--- src/rtl/ar_mux_pkg.sv ---
// Shared constants for the writable lookup-table mux: default geometry and
// the init-sequencer state encodings.
package ar_mux_pkg;

  localparam int DEF_DATA_W   = 8;
  localparam int DEF_DEPTH    = 8;
  localparam int DEF_INIT_VAL = 10;

  localparam logic [0:0] ST_INIT = 1'b0;
  localparam logic [0:0] ST_RUN  = 1'b1;

endpackage

--- src/rtl/ar_mux_init_seq.sv ---
// Init sequencer: after reset walks init_cnt over every table entry, one per
// cycle, then parks in RUN. busy is a pure register decode.
module ar_mux_init_seq
  import ar_mux_pkg::*;
#(
  parameter int DEPTH = DEF_DEPTH,
  parameter int SEL_W = $clog2(DEPTH)
) (
  input  logic             clk,
  input  logic             rst,
  output logic             busy,
  output logic             init_we,
  output logic [SEL_W-1:0] init_addr
);

  localparam logic [SEL_W-1:0] LAST = SEL_W'(DEPTH - 1);

  logic [0:0]       state;
  logic [SEL_W-1:0] init_cnt;

  always_ff @(posedge clk) begin
    if (rst) begin
      state    <= ST_INIT;
      init_cnt <= '0;
    end else if (state == ST_INIT) begin
      if (init_cnt == LAST) begin
        state    <= ST_RUN;
        init_cnt <= '0;
      end else begin
        init_cnt <= init_cnt + 1'b1;
      end
    end
  end

  assign busy      = (state == ST_INIT);
  // No fill write lands while reset is still held.
  assign init_we   = busy && !rst;
  assign init_addr = init_cnt;

endmodule

--- src/rtl/ar_mux_tbl.sv ---
// Writable DEPTH-entry lookup table read through a registered select mux.
// Define AR_MUX_TBL_BYPASS_EN for write-through on same-address read/write.
module ar_mux_tbl
  import ar_mux_pkg::*;
#(
  parameter int DATA_W   = DEF_DATA_W,
  parameter int DEPTH    = DEF_DEPTH,
  parameter int SEL_W    = $clog2(DEPTH),
  parameter int INIT_VAL = DEF_INIT_VAL
) (
  input  logic              clk,
  input  logic              rst,
  input  logic              rd_en,
  input  logic [SEL_W-1:0]  sel,
  input  logic              wr_en,
  input  logic [SEL_W-1:0]  wr_addr,
  input  logic [DATA_W-1:0] wr_data,
  output logic [DATA_W-1:0] q,
  output logic              q_valid,
  output logic              rd_err,
  output logic              busy
);

  // Storage is sized to the full select range so any select value indexes
  // safely; entries at or above DEPTH are never written or returned.
  localparam int MEM_N = 1 << SEL_W;

  function automatic logic in_range(input logic [SEL_W-1:0] a);
    return 32'(a) < 32'(DEPTH);
  endfunction

  logic [DATA_W-1:0] mem [0:MEM_N-1];

  logic              init_we;
  logic [SEL_W-1:0]  init_addr;
  logic              mem_we;
  logic [SEL_W-1:0]  mem_addr;
  logic [DATA_W-1:0] mem_data;
  logic [DATA_W-1:0] rd_word;

  ar_mux_init_seq #(
    .DEPTH (DEPTH),
    .SEL_W (SEL_W)
  ) u_init_seq (
    .clk       (clk),
    .rst       (rst),
    .busy      (busy),
    .init_we   (init_we),
    .init_addr (init_addr)
  );

  always_comb begin
    mem_we   = 1'b0;
    mem_addr = wr_addr;
    mem_data = wr_data;
    if (busy) begin
      mem_we   = init_we;
      mem_addr = init_addr;
      mem_data = DATA_W'(INIT_VAL);
    end else begin
      mem_we   = wr_en && !rst && in_range(wr_addr);
    end
  end

  always_ff @(posedge clk) begin
    if (mem_we) mem[mem_addr] <= mem_data;
  end

  always_comb begin
`ifdef AR_MUX_TBL_BYPASS_EN
    rd_word = (wr_en && (wr_addr == sel)) ? wr_data : mem[sel];
`else
    rd_word = mem[sel];
`endif
  end

  // Read/output register stage
  always_ff @(posedge clk) begin
    if (rst) begin
      q       <= '0;
      q_valid <= 1'b0;
      rd_err  <= 1'b0;
    end else if (rd_en && !busy) begin
      q_valid <= 1'b1;
      if (in_range(sel)) begin
        q      <= rd_word;
        rd_err <= 1'b0;
      end else begin
        q      <= '0;
        rd_err <= 1'b1;
      end
    end else begin
      q_valid <= 1'b0;
      rd_err  <= 1'b0;
    end
  end

endmodule

--- config.mk ---
export PLATFORM = sky130hd
export DESIGN_NAME = ar_mux_tbl
export DESIGN_NICKNAME = d
export VERILOG_FILES = /design/src/rtl/ar_mux_pkg.sv /design/src/rtl/ar_mux_init_seq.sv /design/src/rtl/ar_mux_tbl.sv
export SDC_FILE = /design/constraint.sdc
export NUM_CORES = 1
export LEC_CHECK = 0
export ABC_AREA = 1
export CAP_MARGIN = 10
export CORE_MARGIN = 3
export CORE_UTILIZATION = 35
export DETAILED_ROUTE_END_ITERATION = 10
export DONT_BUFFER_PORTS = 1
export GPL_TIMING_DRIVEN = 1
export SLEW_MARGIN = 5
export SYNTH_ARGS = -nofsm -noshare
export SYNTH_HDL_FRONTEND = slang
export SYNTH_SLANG_ARGS = --single-unit
--- constraint.sdc ---
create_clock -name clk -period 4.82 [get_ports clk]
set_clock_uncertainty 0.2 [all_clocks]
set_input_delay 0.964 -clock clk [delete_from_list [all_inputs] [get_ports clk]]
set_output_delay 0.964 -clock clk [all_outputs]
set_load 0.005 [all_outputs]
Word-level counts from Yosys, hierarchy flattened
Memory sizes are Yosys's and may differ from the RTL's. A register that Yosys moved wholly into a read port is not among the register bits.
Cells that the tools add are included.

word-level totals
  bits in registers = 5
  bits in writable memories = 64
  input bits = 18
  output and inout port bits = 11
  logic and storage cells = 20
  memories kept = 1

cells by class
  add/subtract/negate cells = 1
  eq/ne operators = 1
  multiplexer cells = 9
  bitwise operators = 1
  reduce and logical (&&, ||, !) cells = 4

memories
  memory  words  width  rd ports  clocked after memory_dff  wr ports  RTL line          source
  mem     8      8      1         1                         1         ar_mux_tbl.sv:32  logic [DATA_W-1:0] mem [0:MEM_N-1];

operators with widths
  cell                   count
  $mux W8                1
  $mux W1                6
  $mux W3                2
  $add A3 B1 Y3 const B  1
  $eq A3 B3 Y1 const B   1
  $logic_and A1 B1 Y1    3
  $logic_not A1 Y1       1
  $not A1 Y1             1

Longest topological paths before layout
  word-level depth = 5
  mapped depth = 8

Cells and area by module
A second synthesis with hierarchy kept.

second synthesis, totals
  cells, all modules = 356
  area, all modules = 3409.5 µm²

modules (own cells, without submodules)
  module           times used  cells an instance  area each (µm²)
  ar_mux_tbl       1           335                3243.1
  ar_mux_init_seq  1           21                 166.4

Worst setup path after synthesis
No wires, ideal clock.

  kind = input-to-reg
  from = input wr_addr[1]
  to = memory mem[0][0] (netlist bit), enable pin
  setup time = 370 ps
  arrival time = 1714 ps
  data required time = 4250 ps
  path slack = 2536 ps
  cell stages on the path = 4
  buffers on the path = 0
  cell sequence = or2_1 > o21ai_2 > nand2_1 > nor2_1

on the way
  longest elaborated chain between the ends = 1

RTL lines
  element             RTL line          source
  start: declaration  ar_mux_tbl.sv:16  input logic [SEL_W-1:0] wr_addr,
  $mux W3             ar_mux_tbl.sv:56  if (busy) begin
  end: declaration    ar_mux_tbl.sv:32

Every way passes these cells.

Worst setup path after layout
  from = register u_init_seq.state
  to = memory mem[2][5] (netlist bit), enable pin

on the way
  longest elaborated chain between the ends = 5

RTL lines
  element                        RTL line               source
  start: declaration             ar_mux_init_seq.sv:18  logic [0:0] state;
  start signal: assignment       ar_mux_init_seq.sv:23  state <= ST_INIT;
  start signal: assignment       ar_mux_init_seq.sv:27  state <= ST_RUN;
  $not A1 Y1                     ar_mux_init_seq.sv:35  assign busy = (state == ST_INIT);
  net busy                       ar_mux_tbl.sv:21       output logic busy
  $logic_and A1 B1 Y1            ar_mux_init_seq.sv:37  assign init_we = busy && !rst;
  $mux W1                        ar_mux_tbl.sv:56
  $mux W1                        ar_mux_tbl.sv:66       if (mem_we) mem[mem_addr] <= mem_data;
  $mux W1 (not written as such)  ar_mux_tbl.sv:66

The timed path passes the listed nets, and every way through them passes these cells.

==> impl_metrics.py <==
metrics = {
    "power_and_ir_drop": {
        "p_sw_share_pct": 21.7,
        "p_per_area_nw_per_um2": 368,
        "combPwrFrac_pct": 5.4,
        "seqPwrFrac_pct": 54.8,
        "leakagePower_nw": 1.66,
        "power.internal_mw": 1.06,
        "ir_drop_mv": 0.145,
        "p_switching_uw": 294,
        "clkPwrFrac_pct": 39.8,
    },
    "detailed_routing": {
        "drc": 0,
        "first_pass_iters": 5,
        "ant_nets": 0,
        "vias": 2186,
        "wl_um": 7250,
        "wl_per_cell_um": 15.0,
        "via_per_inst": 4.53,
        "dr.first_iter.drc_count": 166,
    },
    "setup_path": {
        "worstPathRequired_ns": 4.60,
        "path_buf_inv": 1,
        "worstPathCellList": "inv_2 > or2_0 > o21ai_2 > nand2_1 > nor2_1",
        "critPathSlowestCell": "dfxtp_1",
        "critPathLaunchType": "flip-flop",
        "crit_arrival_ns": 2.34,
        "cp_top_family": "simple AND/OR/NAND/NOR gates",
        "crit_path_max_incr_delay_ns": 0.72,
        "worstSetupEndpointType": "flip-flop",
        "path_max_fanout": 15,
        "path_class": "reg2reg",
    },
    "clock_tree": {
        "cts.sinks": 77,
        "cts_tree": "built",
        "cts-resized-gates": 0,
        "clockRootBuffer": "clkbuf_8",
        "cts_buffers": 9,
        "clk_path_buf_depth": 2,
        "cts_max_level": 3,
        "ctsHoldBuffers": 0,
        "clkLatencyLatePin_ns": 0.36,
        "path_clk_slew_ns": 0.08,
        "post_cts_buffers": 0,
    },
    "worst_hold_path": {
        "hp-class": "reg2reg",
    },
    "logic_synthesis": {
        "ys_seq_area_share_pct": 64.5,
        "synth_top_family_by_area": "simple AND/OR/NAND/NOR gates",
        "syn_area_per_cell_um2": 9.61,
        "synth_fa_ha_area_share_pct": 0.740,
        "synth_xor_area_share_pct": 0,
        "ys_seq_elements": 77,
        "synthCells": 352,
        "yosysWarnings": 0,
        "netlist_area_um2": 3380,
        "synth_nets": 372,
        "synthMuxAreaShare_pct": 0,
        "synth_compound_area_share_pct": 3.63,
        "ys_types": 23,
        "synthSimpleGateAreaFrac_pct": 19.4,
    },
    "global_routing": {
        "grt_first_pass_wirelength_um": 11600,
        "gr-usage-all-layers_pct": 14.0,
        "grt.overflow.total": 0,
        "grt_max_degree": 34,
        "grt_antenna_before_repair": 0,
        "grt_pass1_vias": 2163,
    },
    "floorplan": {
        "die-area_um2": 10900,
        "dieHeight_um": 104,
        "core_um2": 9330,
        "num_rows": 35,
        "start_util_pct": 36.3,
        "num_io_pins": 29,
        "die_w_um": 104,
    },
    "finish": {
        "nNetsFinal": 369,
        "fin_util_pct": 39.4,
        "final_cells": 483,
        "layout_commonest_cell": "nand2_1",
        "drive_gt1_share_pct": 5.93,
        "antenna_cells": 0,
        "final_cell_mix": "nand2_1 (88), inv_1 (77), edfxtp_1 (64)",
        "design_area_um2": 3680,
        "fillers": 916,
        "area_growth_pct": 8.77,
    },
    "sta": {
        "timing.hold.ws_ns": 0.296,
        "max_slew_margin_pct": 39.1,
        "final-setup-viol-count": 0,
        "max_freq_ghz": 0.392,
        "hold_viol_final": 0,
        "fin_crit_sh_pct": 53.0,
        "layout_min_cycle_time_ns": 2.55,
        "worst_pin_slew_ns": 0.912,
        "rsz0062_at_grt": "no",
        "slew_violations": 0,
        "timing.setup.tns_ns": 0,
    },
    "job": {
        "maxCapViolCount": 0,
    },
    "placement": {
        "globalplace.congestion": 0.882,
        "dp.cells": 467,
        "placed_cell_area_um2": 3450,
        "port_buffers": 0,
        "hpwlAfterDp_um": 5040,
    },
    "outcome": {
        "outcome": "finished, final reports clean",
    },
}
power groups by stage:
| stage | registers (mW) | logic [mW] | clock network (mW) |
|---|---|---|---|
| floorplan | 0.754 | 0.0645 | 0 |
| global placement | 0.756 | 0.0725 | 0 |
| detailed placement | 0.757 | 0.0726 | 0 |
| CTS | 0.741 | 0.0732 | 0.547 |
| global route | 0.743 | 0.0843 | 0.581 |
| finish | 0.741 | 0.0729 | 0.539 |
tightest hold or removal path: stages (launching register included):
cell,delay [ns]
dfxtp_1,0.34
nand2_1,0.07
a21oi_1,0.06
final cells by class:
| type | instances | area (µm²) | area share (%) |
|---|---|---|---|
| multi-input cells | 181 | 807 | 21.9 |
| well taps | 129 | 161 | 4.39 |
| flip-flops and latches | 77 | 2180 | 59.3 |
| inverters | 80 | 300 | 8.16 |
| clock inverters | 4 | 50.0 | 1.36 |
| clock buffers | 12 | 178 | 4.83 |
flip-flops by register name, summed over array words and instances, names as in the netlist:
signal	count
mem	64
u_init_seq.init_addr	3
q_valid	1
u_init_seq.state	1
q	8
logic make-up (layout without fill, tap and decap cells):
| logic type | after synthesis | count (layout) |
|---|---|---|
| simple gates | 156 | 156 |
| buf+inv | 94 | 96 |
| flops | 77 | 77 |
| compound gates | 22 | 22 |
| fa+ha+maj | 2 | 2 |
| other cells | 1 | 1 |
metal layers:
metal / share of wire [%] / vias to the layer above / global-route usage, %
li1: - / 1097 / -
met1: 46 / 1013 / 19.1
met2: 46 / 64 / 21.6
met3: 6.1 / 12 / 3.66
met4: 1.6 / 0 / 4.94
met5: 0 / - / 0
path summary, 6_finish.rpt:
path / from / cells past startpoint / slack [ns] / to
worst min-delay path: u_init_seq.init_addr[1] / 2 / 0.30 / u_init_seq.init_addr[1]
worst min register to register: u_init_seq.init_addr[1] / 2 / 0.30 / u_init_seq.init_addr[1]
worst max register to register: u_init_seq.state / 5 / 2.27 / mem[2][5]
worst max-delay path: u_init_seq.state / 5 / 2.27 / mem[2][5]
synthesized netlist by cell type:
cell type / count / area share [%]
or2_2: 2 / 0.37
o21ai_2: 2 / 0.52
clkinv_1: 1 / 0.11
a21oi_1: 9 / 1.3
clkbuf_4: 1 / 0.22
buf_2: 5 / 0.74
inv_2: 2 / 0.22
or2_1: 1 / 0.19
buf_4: 6 / 1.3
dfxtp_1: 13 / 7.7
clkbuf_1: 1 / 0.11
o21ai_0: 9 / 1.3
conb_1: 1 / 0.11
nor2_1: 16 / 1.8
ha_1: 2 / 0.74
nand3_1: 48 / 7.1
or2_0: 1 / 0.19
edfxtp_1: 64 / 57
o21a_1: 1 / 0.22
inv_1: 77 / 8.5
a211oi_1: 1 / 0.22
nand2_1: 88 / 9.8
buf_6: 1 / 0.33
through the flow:
step / power (mW) / setup WS (ns)
final: 1.35 / 2.27
after global placement: 0.829 / 2.24
after CTS: 1.36 / 2.23
after floorplan: 0.819 / 2.54
after detailed placement: 0.829 / 2.24
after global routing: 1.41 / 2.04
Note: power is estimated with default switching activity, not from simulation.
